### src/rtl/bist_sw_led_if.sv
// bist_sw_led_if: BIST engine <-> board/DUT signal bundle
//   start      controller -> engine  1-cycle sweep request
//   dut_sw     engine -> DUT         applied input vector
//   dut_led    DUT -> engine         DUT response
//   busy       engine -> controller  sweep in progress
//   done       engine -> controller  1-cycle completion pulse
//   pass       engine -> controller  signature matched golden
//   signature  engine -> controller  current MISR contents
interface bist_sw_led_if #(
    parameter int IN_W  = 4,
    parameter int OUT_W = 4
);
    logic             start;
    logic [IN_W-1:0]  dut_sw;
    logic [OUT_W-1:0] dut_led;
    logic             busy;
    logic             done;
    logic             pass;
    logic [OUT_W-1:0] signature;

    modport master (
        input  start, dut_led,
        output dut_sw, busy, done, pass, signature
    );

    modport slave (
        output start, dut_led,
        input  dut_sw, busy, done, pass, signature
    );
endinterface

### src/rtl/bist_sw_led.sv
// bist_sw_led: exhaustive sw sweep of a combinational DUT with MISR signature check
//   clk    rising-edge clock
//   rst_n  asynchronous active-low reset
//   bist   bist_sw_led_if.master: start in, dut_sw out, dut_led in,
//          busy/done/pass/signature out
module bist_sw_led #(
    parameter int               IN_W   = 4,
    parameter int               OUT_W  = 4,
    parameter int               SETTLE = 2,
    parameter logic [OUT_W-1:0] POLY   = 'h3,
    parameter logic [OUT_W-1:0] GOLDEN = 'hB
) (
    input  logic clk,
    input  logic rst_n,
    bist_sw_led_if.master bist
);
    localparam int CW = (SETTLE > 0) ? $clog2(SETTLE + 1) : 1;

    typedef enum logic [1:0] {IDLE, HOLD, SAMPLE, FINISH} state_t;

    state_t           state_q, state_d;
    logic [IN_W-1:0]  sw_q, sw_d;
    logic [CW-1:0]    cnt_q, cnt_d;
    logic [OUT_W-1:0] sig_q, sig_d;
    logic             busy_q, busy_d;
    logic             done_q, done_d;
    logic             pass_q, pass_d;

    always_ff @(posedge clk or negedge rst_n) begin
        if (!rst_n) begin
            state_q <= IDLE;
            sw_q    <= '0;
            cnt_q   <= '0;
            sig_q   <= '0;
            busy_q  <= 1'b0;
            done_q  <= 1'b0;
            pass_q  <= 1'b0;
        end else begin
            state_q <= state_d;
            sw_q    <= sw_d;
            cnt_q   <= cnt_d;
            sig_q   <= sig_d;
            busy_q  <= busy_d;
            done_q  <= done_d;
            pass_q  <= pass_d;
        end
    end

    always_comb begin
        state_d = state_q;
        sw_d    = sw_q;
        cnt_d   = cnt_q;
        sig_d   = sig_q;
        busy_d  = busy_q;
        done_d  = 1'b0;
        pass_d  = pass_q;
        case (state_q)
            IDLE: begin
                if (bist.start) begin
                    state_d = HOLD;
                    sig_d   = '0;
                    sw_d    = '0;
                    cnt_d   = '0;
                    pass_d  = 1'b0;
                    busy_d  = 1'b1;
                end
            end
            HOLD: begin
                if (cnt_q == CW'(SETTLE)) state_d = SAMPLE;
                else cnt_d = cnt_q + CW'(1);
            end
            SAMPLE: begin
                // Shift-left MISR: the bit leaving the top feeds back through POLY
                sig_d = {sig_q[OUT_W-2:0], 1'b0} ^ (sig_q[OUT_W-1] ? POLY : '0) ^ bist.dut_led;
                // The all-ones vector is the last one; the counter never wraps
                if (&sw_q) begin
                    state_d = FINISH;
                end else begin
                    sw_d    = sw_q + IN_W'(1);
                    cnt_d   = '0;
                    state_d = HOLD;
                end
            end
            FINISH: begin
                busy_d  = 1'b0;
                done_d  = 1'b1;
                pass_d  = (sig_q == GOLDEN);
                state_d = IDLE;
            end
            default: state_d = IDLE;
        endcase
    end

    assign bist.dut_sw    = sw_q;
    assign bist.busy      = busy_q;
    assign bist.done      = done_q;
    assign bist.pass      = pass_q;
    assign bist.signature = sig_q;
endmodule
### src/flat_wrapper.sv
// flat-port wrapper written by rule: the top's interface ports become plain ports
module bist_sw_led_flat 
#(
    parameter int               IN_W   = 4,
    parameter int               OUT_W  = 4,
    parameter int               SETTLE = 2,
    parameter logic [OUT_W-1:0] POLY   = 'h3,
    parameter logic [OUT_W-1:0] GOLDEN = 'hB
)
  (clk, rst_n, bist_start, bist_dut_led, bist_dut_sw, bist_busy, bist_done, bist_pass, bist_signature);
  bist_sw_led_if #(.IN_W(IN_W), .OUT_W(OUT_W)) bist_i ();
  input  logic clk;
  input  logic rst_n;
  input wire logic [$bits(bist_i.start)-1:0] bist_start;
  input wire logic [$bits(bist_i.dut_led)-1:0] bist_dut_led;
  output wire logic [$bits(bist_i.dut_sw)-1:0] bist_dut_sw;
  output wire logic [$bits(bist_i.busy)-1:0] bist_busy;
  output wire logic [$bits(bist_i.done)-1:0] bist_done;
  output wire logic [$bits(bist_i.pass)-1:0] bist_pass;
  output wire logic [$bits(bist_i.signature)-1:0] bist_signature;
  assign bist_i.start = bist_start;
  assign bist_i.dut_led = bist_dut_led;
  assign bist_dut_sw = bist_i.dut_sw;
  assign bist_busy = bist_i.busy;
  assign bist_done = bist_i.done;
  assign bist_pass = bist_i.pass;
  assign bist_signature = bist_i.signature;
  bist_sw_led #(.IN_W(IN_W), .OUT_W(OUT_W), .SETTLE(SETTLE), .POLY(POLY), .GOLDEN(GOLDEN)) u_core (.clk(clk), .rst_n(rst_n), .bist(bist_i));
endmodule
### config.mk
export PLATFORM = sky130hd
export DESIGN_NAME = bist_sw_led_flat
export DESIGN_NICKNAME = d
export VERILOG_FILES = /design/src/rtl/bist_sw_led_if.sv /design/src/rtl/bist_sw_led.sv /design/src/flat_wrapper.sv
export SDC_FILE = /design/constraint.sdc
export NUM_CORES = 1
export LEC_CHECK = 0
export BUFFER_PORTS_ARGS = -buffer_cell sky130_fd_sc_hd__buf_4
export CAP_MARGIN = 10
export CORE_MARGIN = 2
export CORE_UTILIZATION = 50
export CTS_CLUSTER_SIZE = 20
export DETAILED_ROUTE_END_ITERATION = 8
export MAX_ROUTING_LAYER = met4
export PLACE_DENSITY = 0.8
export SYNTH_ARGS = -nofsm -noshare
export SYNTH_HDL_FRONTEND = slang
export SYNTH_SLANG_ARGS = --single-unit
### constraint.sdc
create_clock -name clk -period 2.3 [get_ports clk]
set_clock_uncertainty 0.15 [all_clocks]
set_input_delay 0.46 -clock clk [delete_from_list [all_inputs] [get_ports clk]]
set_output_delay 0.46 -clock clk [all_outputs]
set_load 0.1 [all_outputs]
== Word-level counts from Yosys, hierarchy flattened ==
Cells that the tools add are included.

* Output and inout port bits: 11
* Logic and storage cells: 48
* Bits in registers: 15

* Bitwise gates (word level): 2
* Add/subtract/negate cells: 2
* Multiplexer cells: 18
* Reductions and logical operators: 10
* Eq/ne operators: 9

{| class="wikitable"
|+ Operators with widths
! kind !! number
|-
| 4-bit case mux with 2 select lines || 2
|-
| 2-bit two-way mux || 7
|-
| 4-bit two-way mux || 2
|-
| 2-bit case mux with 4 select lines || 1
|-
| 4-bit AND reduction || 2
|-
| 4-bit XOR || 2
|-
| 2-bit equality test, second input constant || 3
|-
| 2-bit != test, second input constant || 3
|-
| 2-bit case mux with 3 select lines || 1
|-
| 2-bit AND reduction || 3
|-
| 4-bit by 1-bit adder with 4-bit output, second input constant || 1
|-
| 4-bit equality test, second input constant || 1
|-
| 1-bit case mux with 2 select lines || 2
|-
| 2-bit nonzero test || 2
|-
| 1-bit two-way mux || 3
|-
| 3-bit AND reduction || 1
|-
| 3-bit nonzero test || 1
|-
| 2-bit by 1-bit adder with 2-bit output, second input constant || 1
|-
| 2-bit by 1-bit equality test with 1-bit output, second input constant || 1
|-
| 2-bit zero test || 1
|-
| 2-bit by 1-bit != test with 1-bit output, second input constant || 1
|}

== Logic depth before layout (Yosys ltp) ==
Gate-level depths: netlist (run 1).

* Depth after elaboration: 4
* Gate-level depth with buffers: 5
* Mapped depth without buffers: 5

== Worst setup path after synthesis (run 1) ==
Ideal clock, no wire load.

* Kind: register to register
* Start point: reg u_core.sw_q[0], in the netlist u_core.bist.dut_sw[0]
* End point: reg u_core.cnt_q[1]
* Library setup time: 128 ps
* Period minus slack after synthesis: 2,153 ps
* Path slack: 147 ps
* Data arrival time: 1,875 ps
* Data required time: 2,022 ps
* Cell stages (with the launch flop): 5
* Buffers on the path: 0
* Cell sequence: dfrtp_1 ha_1 and2_1 a32oi_2 mux2_1

* Longest elaborated chain between the ends: 3

{| class="wikitable"
|+ Ends and longest elaborated chain
! item !! line !! source
|-
| from (decl) || bist_sw_led.sv:22 || <nowiki>logic [IN_W-1:0] sw_q, sw_d;</nowiki>
|-
| from (signal assigned) || bist_sw_led.sv:40 || <nowiki>sw_q <= sw_d;</nowiki>
|-
| 4-bit AND reduction || bist_sw_led.sv:76 || <nowiki>if (&sw_q) begin</nowiki>
|-
| 2-bit != test (no line) || -- ||
|-
| 4-bit AND reduction (no line) || -- ||
|-
| to (signal assigned) || bist_sw_led.sv:41 || <nowiki>cnt_q <= cnt_d;</nowiki>
|-
| to (decl) || bist_sw_led.sv:23 || <nowiki>logic [CW-1:0] cnt_q, cnt_d;</nowiki>
|}

Every way passes these cells.
A chain may end at the register's enable or synchronous reset.

== Worst setup path in the final report (run 1) ==
* Start point: reg u_core.cnt_q[0]
* End point: reg u_core.cnt_q[1]

* Longest elaborated chain between the ends: 3
* Elaborated cells between the ends (all ways): 6
* Those cells by class: add/sub: 1; eq/ne: 2; mux: 2; reduce/logical: 1

{| class="wikitable"
|+ Ends and longest elaborated chain
! item !! line
|-
| 2-bit by 1-bit adder with 2-bit output / 2-bit equality test (equally long branches) || bist_sw_led.sv:70, bist_sw_led.sv:69
|-
| 2-bit two-way mux / 2-bit != test (equally long branches) || --
|-
| 2-bit case mux with 3 select lines / 4-bit AND reduction (equally long branches) || --
|}

Several ways; a longest one is shown, not always the timed one. The select of a mux whose other input is x is not followed.

==> results of run 1 <==
## area by class of cell
type,instances,area (um2),area share (%)
Sequential cell,15,375.4,41.15
Multi-Input combinational cell,48,335.3,36.76
Timing Repair Buffer,18,137.6,15.09
Clock buffer,4,26.28,2.881
Inverter,5,18.77,2.058
Tap cell,15,18.77,2.058
## worst max-delay path by stage
stage / to / cells after the start / slack [ns]
final: u_core.cnt_q[1] / 5 / 0.44
after global routing: u_core.cnt_q[1] / 5 / 0.35
after CTS: u_core.cnt_q[1] / 5 / 0.45
after detailed placement: u_core.cnt_q[1] / 5 / 0.46
after global placement: u_core.cnt_q[1] / 5 / 0.56
after floorplan: u_core.cnt_q[1] / 4 / 0.15
## cells in the mapped netlist, types with 2 or more instances
cell	n
o21ai_0	7
dfrtp_1	15
ha_1	2
a21oi_1	4
nand2_1	7
nand3_1	4
nand2b_1	2
inv_1	5
xnor2_1	5
## tightest hold or removal path, delay by kind of cell
kind / cells / cell delay [ns]
XOR/XNOR: 1 / 0.09
AO/OA/AOI/OAI: 1 / 0.06
buffers and inverters: 1 / 0.08
## power by group
part           leakage (uW)  internal (uW)  switching (uW)
clock             0.0000150           67.2            80.2
combinational      0.000260            106             330
sequential         0.000168            300            52.0
total              0.000443            474             462
## metal layers
metal / part of all wire, % / up-vias
met5: 0 / -
met4: 0.70 / 0
met3: 5.2 / 2
met2: 51 / 17
met1: 43 / 272
li1: - / 280
## registers in the layout, summed over array words and instances (netlist names)
register	flops
u_core.bist.busy	1
u_core.bist.pass	1
u_core.bist.dut_sw	4
u_core.bist.done	1
u_core.bist.signature	4
u_core.cnt_q	2
u_core.state_q	2
## per-stage QoR
step	setup slack, ns	hold WS [ns]	area, um2	util [%]	instances
final	0.4449	0.3055	912.1	68.39	105
after floorplan	0.1470	0.01441	733.2	-	69
after detailed placement	0.4629	0.1743	875.8	65.67	100
after global routing	0.3465	0.3336	912.1	68.39	105
after global placement	0.5552	0.1729	875.8	65.67	100
after CTS	0.4513	0.3012	912.1	68.39	105
## cells by family after synthesis
group,after synthesis,synth area share [%]
compound gates,17,15.53
xor+xnor,6,7.167
mux,3,4.437
buf+inv,6,3.071
flops,15,51.19
simple gates,20,15.19
fa+ha+maj,2,3.412
## what timing repair did
action	in CTS	in global routing
setup buffers	0	0
endpoints found under the hold margin	15	0
hold buffers	1	0
==> flow_summary.toml, run 1 <==
[run_status]
outcome = "complete, no violations"

[global_routing]
grt_max_degree = 16
met1_usage_pct = 22.07
top_usage_layer = "met2"
grt_overflow_total = 0
grt_pass1_wl_um = 2532
grt_pass1_vias = 608
track_usage_pct = 19.19
antenna_found_initial = 0
met3_usage_pct = 3.017
met2_usage_pct = 33.23

[power_and_ir_drop]
pwr_density_cell_nw_per_um2 = 1026
p_total_uw = 935.7
p_leak_uw = 0.0004426
ir_drop_mv = 1.030

[clock_network]
cts_inserted_buffers = 3
ctsResizeCount = 0
clockRootBuffer = "clkbuf_4"
cts_buffer_depth = 2
cts_tree = "built"
path_clk_slew_ns = 0.09
h-tree-depth = 1
clock_latency_ns = 0.28
clock-sinks = 15

[sta]
setup_tns_ns = 0
fin_crit_sh_pct = 80.66
maxSlewViolCount = 0
rsz0062_at_grt = "false"
slew_headroom_pct = 74.74
fmax_mhz = 539.0
hold_violations = 0
setup_viol = 0
worstMarginPinSlew_ns = 0.3781
period_minus_slack_ns = 1.855

[synth]
yosysTopAreaCellShare_pct = 51.19
synth_area_leader_cell = "dfrtp_1"
yosys_most_used_dff = "dfrtp_1"
synth.net_count = 78
syn_avg_cell_area_um2 = 10.63
syn_inst = 69
ys_seq_area_share_pct = 51.19
synth_seq_cells = 15
synth_cell_types = 27
syn-cell-area_um2 = 733.2
async_reset_ff_share_pct = 100.0
ys_warn_count = 0
synth_area_leaders = "dfrtp_1, xnor2_1, o21ai_0"
synth_edf_count = 0

[critical_path]
cp_slowest_cell = "dfrtp_1"
path_buf_inv = 1
rrSetupSlack_ns = 0.44
max_stage_delay_ns = 0.39
start_kind = "flop"
end_kind = "flop"
crit_start = "u_core.cnt_q[0]"
worstReg2RegEnd = "u_core.cnt_q[1]"
path_delay_family = "flip-flops"
crit_chain = "inv_1 > ha_1 > or3b_4 > a32oi_2 > mux2_1"
cp_max_fo = 3
arrival_ns = 1.87
worstRegToRegCells = 5
r2r_start = "u_core.cnt_q[0]"
criticalPathCategory = "flop to flop"
cp.required_ns = 2.31

[worst_hold_path]
hold_end = "u_core.bist.signature[3]"
hold_start = "bist_dut_led[3]"
hold_depth = 3
min_path_type = "input pin to flop"

[final_layout]
drive_above_1_share_pct = 26.67
n_antenna_cell = 0
nFillCells = 105
layout.nets = 100
syn_to_final_growth_pct = 24.40
final_cell_mix = "buf_4, dfrtp_1, nand2_1, o21ai_0"
final_common_cell = "buf_4"

[placement]
gp_congestion = 0.7988
place.port_buffers = 17
dp_hpwl_um = 1106

[detailed_routing]
wl_per_cell_um = 13.62
num_vias = 571
via_per_inst = 5.438
drt_iter0_drc = 1
wl_um = 1430
drc_errors = 0
dr.pass1.iters = 2
drt.antenna.violating_nets = 0

[die]
die_w_um = 42.30
initial_core_util_pct = 54.97
chipHeight_um = 42.30
ios = 18
die-area_um2 = 1789
core_um2 = 1334
rows = 13

[run]
max_cap_viol_count = 0
Note: power is estimated with default switching activity, not from simulation.
==> run 2: changes to the inputs <==
--- a/config.mk
+++ b/config.mk
@@ -8,11 +8,11 @@
 export BUFFER_PORTS_ARGS = -buffer_cell sky130_fd_sc_hd__buf_4
 export CAP_MARGIN = 10
 export CORE_MARGIN = 2
-export CORE_UTILIZATION = 50
+export CORE_UTILIZATION = 45
 export CTS_CLUSTER_SIZE = 20
 export DETAILED_ROUTE_END_ITERATION = 8
 export MAX_ROUTING_LAYER = met4
-export PLACE_DENSITY = 0.8
+export PLACE_DENSITY = 0.76
 export SYNTH_ARGS = -nofsm -noshare
 export SYNTH_HDL_FRONTEND = slang
 export SYNTH_SLANG_ARGS = --single-unit
==> constraint.sdc (replaced) <==
create_clock -name clk -period 1.7 [get_ports clk]
set_clock_uncertainty 0.15 [all_clocks]
set_input_delay 0.34 -clock clk [delete_from_list [all_inputs] [get_ports clk]]
set_output_delay 0.34 -clock clk [all_outputs]
set_load 0.1 [all_outputs]
==> run 2 against run 1 <==
Net effect: the run now ends with negative setup slack left; highest routed layer unchanged; critical endpoint unchanged; global-route usage down 1.8 points; critical path depth did not move; worst hold slack got worse by 0.12 ns.
==> flow_summary.toml, run 2 (same netlist as run 1, synthesis figures left out) <==
[run_status]
violations = "negative setup slack"
outcome = "finished, violations left"

[power_and_ir_drop]
ir_drop_mv = 1.566
p_leak_uw = 0.0004823
p_total_uw = 1265
pwr_density_cell_nw_per_um2 = 1268

[detailed_routing]
num_vias = 605
dr.pass1.iters = 2
via_per_inst = 5.354
wl_per_cell_um = 13.01
wl_um = 1470
drt.antenna.violating_nets = 0
drt_iter0_drc = 2
drc_errors = 0

[global_routing]
track_usage_pct = 17.40
grt_pass1_wl_um = 2463
grt_overflow_total = 0
antenna_found_initial = 0
grt_pass1_vias = 590
grt_max_degree = 16

[sta]
maxSlewViolCount = 0
hold_violations = 0
worstMarginPinSlew_ns = 0.2861
setup_viol = 1
setup_tns_ns = -0.04815
fmax_mhz = 572.0
slew_headroom_pct = 80.91
hold_ws_ns = 0.1902
period_minus_slack_ns = 1.748
rsz0062_at_grt = "true"
fin_crit_sh_pct = 102.8
fin_ws_ns = -0.04815

[final_layout]
n_antenna_cell = 0
nFillCells = 122
layout.nets = 107
final_cell_mix = "buf_4, dfrtp_1, nand2_1, o21ai_0"
final_common_cell = "buf_4"
final_core_util_pct = 65.44
syn_to_final_growth_pct = 36.01
drive_above_1_share_pct = 40.21

[clock_network]
clockRootBuffer = "clkbuf_4"
clock_latency_ns = 0.27
clock-sinks = 15
cts_buffer_depth = 2
path_clk_slew_ns = 0.08
cts_inserted_buffers = 3
cts_tree = "built"
h-tree-depth = 1

[placement]
dp_hpwl_um = 1137
place_ws_ns = -0.06988
place.port_buffers = 17
gp_congestion = 0.8095

[critical_path]
end_kind = "flop"
start_kind = "flop"
arrival_ns = 1.76
cp.required_ns = 1.72
criticalPathCategory = "flop to flop"
cp_max_fo = 2

[die]
core_um2 = 1524
rows = 14
die_w_um = 44.37
initial_core_util_pct = 48.11
die-area_um2 = 1968
ios = 18
chipHeight_um = 44.37

[run]
max_cap_viol_count = 0

[worst_hold_path]
min_path_type = "input pin to flop"
==> run 2: timing repair <==
action / in CTS / in global routing
resized for setup: 2 / 0
endpoints found under the hold margin: 15 / 0
buffers inserted: 1 / 1
cloned: 0 / 0
pin swaps: 1 / 1
endpoints found under the setup margin: 1 / 2
hold buffers: 1 / 0
==> run 2: worst max-delay path, cell delays in order (launching register included) <==
cell	delay [ns]
dfrtp_1	0.35
inv_1	0.05
ha_2	0.18
or3b_4	0.38
a32oi_2	0.21
mux2_4	0.32
==> run 2: cell type report <==
type	instances	area (um2)	share of cell area, %
clock buffers	4	26.28	2.635
inverters	5	18.77	1.882
multi-input cells	48	356.6	35.76
flip-flops and latches	15	385.4	38.64
well taps	16	20.02	2.008
repair buffers	25	190.2	19.07
==> run 2: worst paths after layout <==
path	start	end	slack, ns	depth (start not counted)
worst min-delay path	bist_dut_led[2]	u_core.bist.signature[2]	0.19	3
worst max register to register	u_core.cnt_q[0]	u_core.cnt_q[1]	-0.05	5
max in group asynchronous	rst_n	u_core.bist.dut_sw[0]	0.91	2
worst max-delay path	u_core.cnt_q[0]	u_core.cnt_q[1]	-0.05	5
min in group asynchronous	rst_n	u_core.state_q[1]	0.30	2
worst min register to register	u_core.bist.busy	u_core.bist.busy	0.35	1
==> run 2: report_power, final <==
group / internal [uW] / switching, uW / total [uW]
registers: 406 / 68.2 / 474
clock network: 90.9 / 106 / 197
logic: 144 / 449 / 593
==> run 2: metal layers <==
layer	share of wire (%)	vias up	wire length, um	track usage [%]
li1	-	293	-	-
met1	41	289	601	19.90
met2	53	19	776	31.18
met3	5.2	4	76	2.449
met4	1.1	0	16	5.455
met5	0	-	0	-
==> run 2: stage by stage <==
stage / area [um2] / cells
final: 997.2 / 113
after global placement: 939.7 / 106
after detailed placement: 939.7 / 106
after floorplan: 758.2 / 69
after CTS: 989.7 / 112
after global routing: 997.2 / 113
